==> src/rtl/truth_table_scanner.sv <==
// Truth-table scanner: steps a 4-bit vector through 0..15 onto A..D, samples the
// downstream block's Y after SETTLE cycles per vector and compares against a golden table.
module truth_table_scanner #(
  parameter int unsigned SETTLE = 2
) (
  input  logic        clk,
  input  logic        rst,
  input  logic        start,
  input  logic [15:0] expected,
  input  logic        Y,
  output logic        A,
  output logic        B,
  output logic        C,
  output logic        D,
  output logic        busy,
  output logic        done,
  output logic [15:0] tt,
  output logic        match,
  output logic [4:0]  mismatches
);

  typedef enum logic [1:0] {StIdle, StDrive, StSample, StDone} state_e;

  localparam logic [3:0] SettleLast = 4'(SETTLE - 1);

  state_e      state_q, state_d;
  logic [3:0]  vector_q, vector_d;
  logic [3:0]  settle_q, settle_d;
  logic [15:0] exp_q, exp_d;
  logic [15:0] tt_q, tt_d;
  logic        match_q, match_d;
  logic [4:0]  mism_q, mism_d;

  always_comb begin
    state_d  = state_q;
    vector_d = vector_q;
    settle_d = settle_q;
    exp_d    = exp_q;
    tt_d     = tt_q;
    match_d  = match_q;
    mism_d   = mism_q;
    case (state_q)
      StIdle: begin
        if (start) begin
          state_d  = StDrive;
          vector_d = 4'd0;
          settle_d = 4'd0;
          exp_d    = expected;
          tt_d     = 16'h0000;
          mism_d   = 5'd0;
          match_d  = 1'b0;
        end
      end
      StDrive: begin
        settle_d = settle_q + 4'd1;
        if (settle_q == SettleLast) state_d = StSample;
      end
      StSample: begin
        tt_d[vector_q] = Y;
        if (Y != exp_q[vector_q]) mism_d = mism_q + 5'd1;
        settle_d = 4'd0;
        if (vector_q == 4'd15) begin
          state_d = StDone;
          // Compare against the table including the bit captured on this edge.
          match_d = (tt_d == exp_q);
        end else begin
          state_d  = StDrive;
          vector_d = vector_q + 4'd1;
        end
      end
      StDone: state_d = StIdle;
      default: state_d = StIdle;
    endcase
  end

  always_ff @(posedge clk or posedge rst) begin
    if (rst) begin
      state_q  <= StIdle;
      vector_q <= 4'd0;
      settle_q <= 4'd0;
      exp_q    <= 16'h0000;
      tt_q     <= 16'h0000;
      match_q  <= 1'b0;
      mism_q   <= 5'd0;
    end else begin
      state_q  <= state_d;
      vector_q <= vector_d;
      settle_q <= settle_d;
      exp_q    <= exp_d;
      tt_q     <= tt_d;
      match_q  <= match_d;
      mism_q   <= mism_d;
    end
  end

  always_comb begin
    busy         = (state_q == StDrive) || (state_q == StSample);
    done         = (state_q == StDone);
    {A, B, C, D} = busy ? vector_q : 4'b0000;
    tt           = tt_q;
    match        = match_q;
    mismatches   = mism_q;
  end

endmodule

==> config.mk <==
export PLATFORM = sky130hd
export DESIGN_NAME = truth_table_scanner
export DESIGN_NICKNAME = d
export VERILOG_FILES = /design/src/rtl/truth_table_scanner.sv
export SDC_FILE = /design/constraint.sdc
export NUM_CORES = 1
export LEC_CHECK = 0
export ABC_AREA = 1
export BUFFER_PORTS_ARGS = -buffer_cell sky130_fd_sc_hd__buf_2
export CORE_MARGIN = 4
export CORE_UTILIZATION = 49
export CTS_BUF_LIST = sky130_fd_sc_hd__clkbuf_8
export CTS_CLUSTER_SIZE = 24
export DETAILED_ROUTE_END_ITERATION = 8
export GPL_ROUTABILITY_DRIVEN = 0
export PLACE_DENSITY = 0.82
export SLEW_MARGIN = 5
export SYNTH_ARGS = -nofsm -noshare
export SYNTH_HDL_FRONTEND = slang
export SYNTH_SLANG_ARGS = --single-unit
export TNS_END_PERCENT = 30
==> constraint.sdc <==
create_clock -name clk -period 2.3 [get_ports clk]
set_input_delay 0.115 -clock clk [delete_from_list [all_inputs] [get_ports clk]]
set_output_delay 0.115 -clock clk [all_outputs]
set_load 0.005 [all_outputs]
After elaboration in Yosys (flattened, before gate mapping)

Index checks and enable logic that the tools add are counted.

Add/sub/neg operators: 3
Reductions and logical operators: 12
Mux-type cells: 22
Equality and inequality tests: 12
$lt $le $gt $ge: 2

Operators by type and width:

| operator                                                          | number |
|---|---|
| case mux 16 bit (2 select lines)                                  | 1 |
| bitwise mux 16 bit                                                | 1 |
| == test 16 bit                                                    | 1 |
| 2-to-1 mux 16 bit                                                 | 1 |
| 2-to-1 mux 4 bit                                                  | 3 |
| case mux 4 bit (3 select lines)                                   | 1 |
| 2-to-1 mux 5 bit                                                  | 2 |
| != test 2 bit, second input constant                              | 5 |
| case mux 5 bit (2 select lines)                                   | 1 |
| AND reduction 3 bit                                               | 3 |
| adder 4 x 1 -> 4 bit, second input constant                       | 2 |
| case mux 2 bit (4 select lines)                                   | 1 |
| case mux 4 bit (2 select lines)                                   | 1 |
| AND reduction 2 bit                                               | 4 |
| 2-to-1 mux 2 bit                                                  | 3 |
| adder 5 x 1 -> 5 bit, second input constant                       | 1 |
| < comparator 4 x 5 -> 1 bit, second input constant                | 1 |
| binary-select mux 1 bit (select 4 bit)                            | 1 |
| demux 1 bit (select 4 bit)                                        | 1 |
| == test 2 bit, second input constant                              | 2 |
| == test 4 x 1 -> 1 bit, second input constant                     | 1 |
| == test 4 bit, second input constant                              | 1 |
| greater-or-equal comparator 4 x 1 -> 1 bit, second input constant | 1 |
| 2-to-1 mux 1 bit                                                  | 4 |
| 8 further kinds                                                   | 8 |

Logic and storage cells: 58
Register bits after elaboration: 48
Output and inout port bits: 28

Longest topological paths before layout

Depth after elaboration: 8
Mapped depth: 14
Mapped depth without buffers: 13

Worst setup path after synthesis

OpenSTA, ideal clock, no wires.

Kind: register -> register
Start: register state_q[0]
End: register tt_q[10] (netlist: tt[10])
Arrival time: 1,628 ps
Cell stages (with the launch flop): 9
Buffers on the path: 3
Data required time: 2,159 ps
Slack: 531 ps
Clock period less this slack: 1,769 ps
Path through: dfrtp_1 inv_1 ha_1 clkbuf_1 nor2_1 nor2_1 buf_2 buf_1 o22ai_1

Longest elaborated chain between the ends: 3
Elaborated cells between the ends (all ways): 6
Those cells by class: eq/ne (2); mux (1); reduce/logical (3)

RTL lines:

| what                                                                        | line | RTL |
|---|---|---|
| start, declared                                                             | 26   | `state_e state_q, state_d;` |
| start signal, assigned                                                      | 78   | `state_q <= StIdle;` |
| start signal, assigned                                                      | 86   | `state_q <= state_d;` |
| == test 2 bit / logical NOT 2 bit (equally long branches)                   | 42   | `case (state_q)` |
| nonzero test 2 bit (no source line) / != test 2 bit (equally long branches) | -    |  |
| AND reduction 2 bit (no source line)                                        | -    |  |
| end signal, assigned                                                        | 90   | `tt_q <= tt_d;` |
| end, declared                                                               | 30   | `logic [15:0] tt_q, tt_d;` |

Several ways; a longest one is shown, not always the timed one.
A chain may end at the register's enable or synchronous reset.

Final worst setup path

Start: register vector_q[1]
End: register match_q (netlist: match)

Longest elaborated chain between the ends: 8
Elaborated cells between the ends (all ways): 12
Those cells by class: order compare (2); eq/ne (3); mux (5); reduce/logical (2)

RTL lines:

| what                                                                                                                   | line | RTL |
|---|---|---|
| start, declared                                                                                                        | 27   | `logic [3:0] vector_q, vector_d;` |
| start signal, assigned                                                                                                 | 87   | `vector_q <= vector_d;` |
| < comparator 4 x 5 -> 1 bit (implied by the code) / greater-or-equal comparator 4 x 1 -> 1 bit (equally long branches) | 59   | `tt_d[vector_q] = Y;` |
| logical AND 1 bit (implied by the code)                                                                                | 59   |  |
| 2-to-1 mux 1 bit (implied by the code)                                                                                 | 59   |  |
| demux 1 bit (select 4 bit)                                                                                             | 59   |  |
| bitwise mux 16 bit                                                                                                     | 59   |  |
| == test 16 bit                                                                                                         | 65   | `match_d = (tt_d == exp_q);` |
| 2-to-1 mux 1 bit                                                                                                       | 62   | `if (vector_q == 4'd15) begin` |
| case mux 1 bit (2 select lines)                                                                                        | 42   |  |
| end signal, assigned                                                                                                   | 91   | `match_q <= match_d;` |
| end, declared                                                                                                          | 31   | `logic match_q, match_d;` |

Several ways; a longest one is shown, not always the timed one. The select of a mux whose other input is x is not followed.

==> results.py <==
metrics = {
    "outcome": {
        "status": "completed",
    },
    "clock_tree": {
        "clk_pin_slew_ns": 0.09,
        "cts_setup_buffers": 0,
        "cts_tree": "done",
        "clk_latency_ns": 0.31,
        "root_buffer": "clkbuf_8",
        "cts_inserted_buffers": 5,
        "cts_sinks": 48,
        "htree_levels": 2,
        "cts_buffer_depth": 2,
    },
    "pwr": {
        "p_sw_frac": 0.452,
        "p_int_w": 0.00199,
        "leakagePower_nw": 1.83,
        "seq_power_share": 0.348,
        "vdd_ir_drop_max_mv": 0.909,
        "p_clk_frac": 0.165,
        "p_per_area_nw_per_um2": 1090,
        "pwr-share-comb": 0.487,
        "p_sw_w": 0.00164,
    },
    "sta": {
        "rsz0062_at_grt": "false",
        "fin_crit_ns": 2.06,
        "drv_slew": 0,
        "tightestPinTransition_ns": 0.601,
        "skew_ns": 0.0110,
        "fin_crit_sh": 0.895,
        "clock.fmax_mhz": 486,
        "fin_ws_ns": 0.242,
        "hold_viol": 0,
        "fin_setup_tns_ns": 0,
        "slew_headroom": 0.599,
        "setup_viol": 0,
    },
    "drt": {
        "wire_per_inst_um": 13.6,
        "drt_iter0_drc": 223,
        "vias": 2731,
        "dr.pass1.iters": 5,
        "vias_per_cell": 5.28,
        "ant_nets": 0,
        "wirelength_um": 7010,
        "drcViolationCount": 0,
    },
    "synth": {
        "yosysMostFrequentCell": "nand2_1",
        "synthCells": 395,
        "synth_edf_count": 0,
        "yosysSeqAreaShare": 0.418,
        "netlist_area_um2": 2880,
        "synth_warnings": 0,
        "syn_avg_cell_area_um2": 7.28,
        "synth_top_area_cell": "dfrtp_1",
        "synth_commonest_cells": "nand2_1 (114), inv_1 (55), dfrtp_1 (48)",
        "synth.net_count": 427,
        "ys_ff_latch": 48,
        "synth_top_area_share": 0.418,
        "async_flop_share": 1.00,
        "ys_types": 25,
        "synth_area_leaders": "dfrtp_1 (42%), nand2_1 (15%), inv_1 (7.2%)",
        "ys.flop_type": "dfrtp_1",
    },
    "critical_path": {
        "cp_slowest_cell": "dfrtp_1",
        "path_max_fanout": 10,
        "cp.arrival_ns": 2.32,
        "worstPathRequired_ns": 2.56,
        "slowest_delay_ns": 0.51,
        "crit_start": "vector_q[1]",
        "cp_cell_sequence": "inv_2, ha_1, nand2_1, o21ai_0, inv_1, nand2_1, nand2_1, nor2_1, nand2_1, nor2_1, nand3_1, nand2_1",
        "timing_worst_setup_path_type": "reg -> reg",
        "cp-start-kind": "flip-flop",
        "r2r_start": "vector_q[1]",
        "end_kind": "flip-flop",
        "path_common_cell": "nand2_1",
        "worstRegToRegCells": 12,
    },
    "worst_hold_path": {
        "whs_path_depth": 3,
        "min_path_type": "in -> reg",
        "worstHoldStart": "expected[2]",
    },
    "cells_and_area": {
        "final_area_um2": 3310,
        "drive_gt1_frac": 0.175,
        "antenna_cells": 0,
        "area_growth_pct": 15.2,
        "fin_nets": 476,
        "fill_cells": 542,
    },
    "global_route": {
        "grt_pass1_vias": 2497,
        "grtUsageTotal": 0.203,
        "overflow": 0,
        "grt_max_degree": 49,
        "grt_pass1_wl_um": 11700,
        "antenna_found_initial": 0,
    },
    "placement": {
        "dp_hpwl_um": 5220,
        "dpl_cell_area_um2": 3190,
        "port_buffers": 47,
        "dp_slack_ns": 0.210,
    },
    "run": {
        "cap_violations": 0,
    },
    "floorplanning": {
        "die-area_um2": 7160,
        "boundaryPins": 48,
        "die_w_um": 84.6,
        "core_um2": 5610,
        "num_rows": 27,
        "fp.dieH_um": 84.6,
        "start_util": 0.513,
    },
}
-- worst max-delay path: cells and delay by family, from the launching register on --
| kind | cells | cell delay, ns |
|---|---|---|
| AND/OR/NAND/NOR | 8 | 0.70 |
| AO/OA/AOI/OAI | 1 | 0.23 |
| buffers and inverters | 2 | 0.26 |
| flip-flops | 1 | 0.51 |
| adder cells (fa/ha/maj) | 1 | 0.29 |
-- power groups by stage --
| stage | clock (W) | sequential [W] | combinational [W] |
|---|---|---|---|
| 2_1_floorplan | 0 | 0.00122 | 0.00124 |
| 3_3_place_gp | 0 | 0.00126 | 0.00170 |
| 3_5_place_dp | 0 | 0.00127 | 0.00172 |
| 4_1_cts | 0.000608 | 0.00125 | 0.00174 |
| 5_1_grt | 0.000651 | 0.00129 | 0.00200 |
| 6_report | 0.000598 | 0.00126 | 0.00176 |
-- metrics by stage --
stage	cells	util	total power, W	hold WS, ns
floorplan	395	-	0.00246	0.223
global placement	508	0.569	0.00296	0.304
detailed placement	508	0.569	0.00299	0.307
CTS	517	0.590	0.00360	0.0433
global route	517	0.591	0.00394	0.0394
finish	517	0.591	0.00362	0.0422
-- cell usage in the layout (no fill, tap or decap), drive strengths merged --
cell type / n
nand2: 121
inv: 58
buf: 53
dfrtp: 48
nor2: 39
o21ai: 31
nand3: 20
a21oi: 18
o22ai: 17
ha: 12
o211ai: 7
xor2: 6
clkbuf: 5
a31oi: 3
clkinvlp: 1
xnor2: 1
or2: 1
nor3: 1
bufinv: 1
clkinv: 1
dlygate4sd3: 1
-- path summary, 6_finish.rpt --
check                      slack [ns]          end
max                              0.24        match
min                              0.04     exp_q[2]
max reg2reg                      0.24        match
min reg2reg                      0.53  settle_q[3]
max in group asynchronous        1.38     exp_q[7]
min in group asynchronous        0.50        tt[6]
-- cell type report --
class,instances,area [um2],share of cell area
multi-input combinational,277,1400,0.423
clock buffer,5,68.8,0.0208
clock inverter,3,38.8,0.0117
timing repair buffer,54,290,0.0876
sequential,48,1200,0.363
tap,72,90.1,0.0272
inverter,58,221,0.0668
-- layer usage --
metal  GRT usage  vias up  share of wire
li1            -     1354              -
met1       0.287     1260           0.47
met2       0.309      106           0.44
met3      0.0520       11          0.078
met4      0.0561        0          0.017
met5           0        -              0
-- sequential cells by signal (all words and copies together) (netlist names) --
register	count
state_q	2
tt	16
match	1
vector_q	4
settle_q	4
mismatches	5
exp_q	16
-- kinds of logic (layout without fill, tap and decap cells) --
| kind of cell | count (synthesis) | in the layout | synth area share |
|---|---|---|---|
| compound gates | 76 | 76 | 0.150 |
| xor+xnor | 7 | 7 | 0.0213 |
| fa+ha+maj | 12 | 12 | 0.0522 |
| buf+inv | 70 | 120 | 0.0944 |
| flops | 48 | 48 | 0.418 |
| simple gates | 182 | 182 | 0.265 |
-- timing repair --
action                     4_1_cts  5_1_grt
hold endpoints to repair        48        0
resized for setup                0        2
setup endpoints to repair        0        1
hold buffers                     1        0
Power figures use the tool's default switching activity.
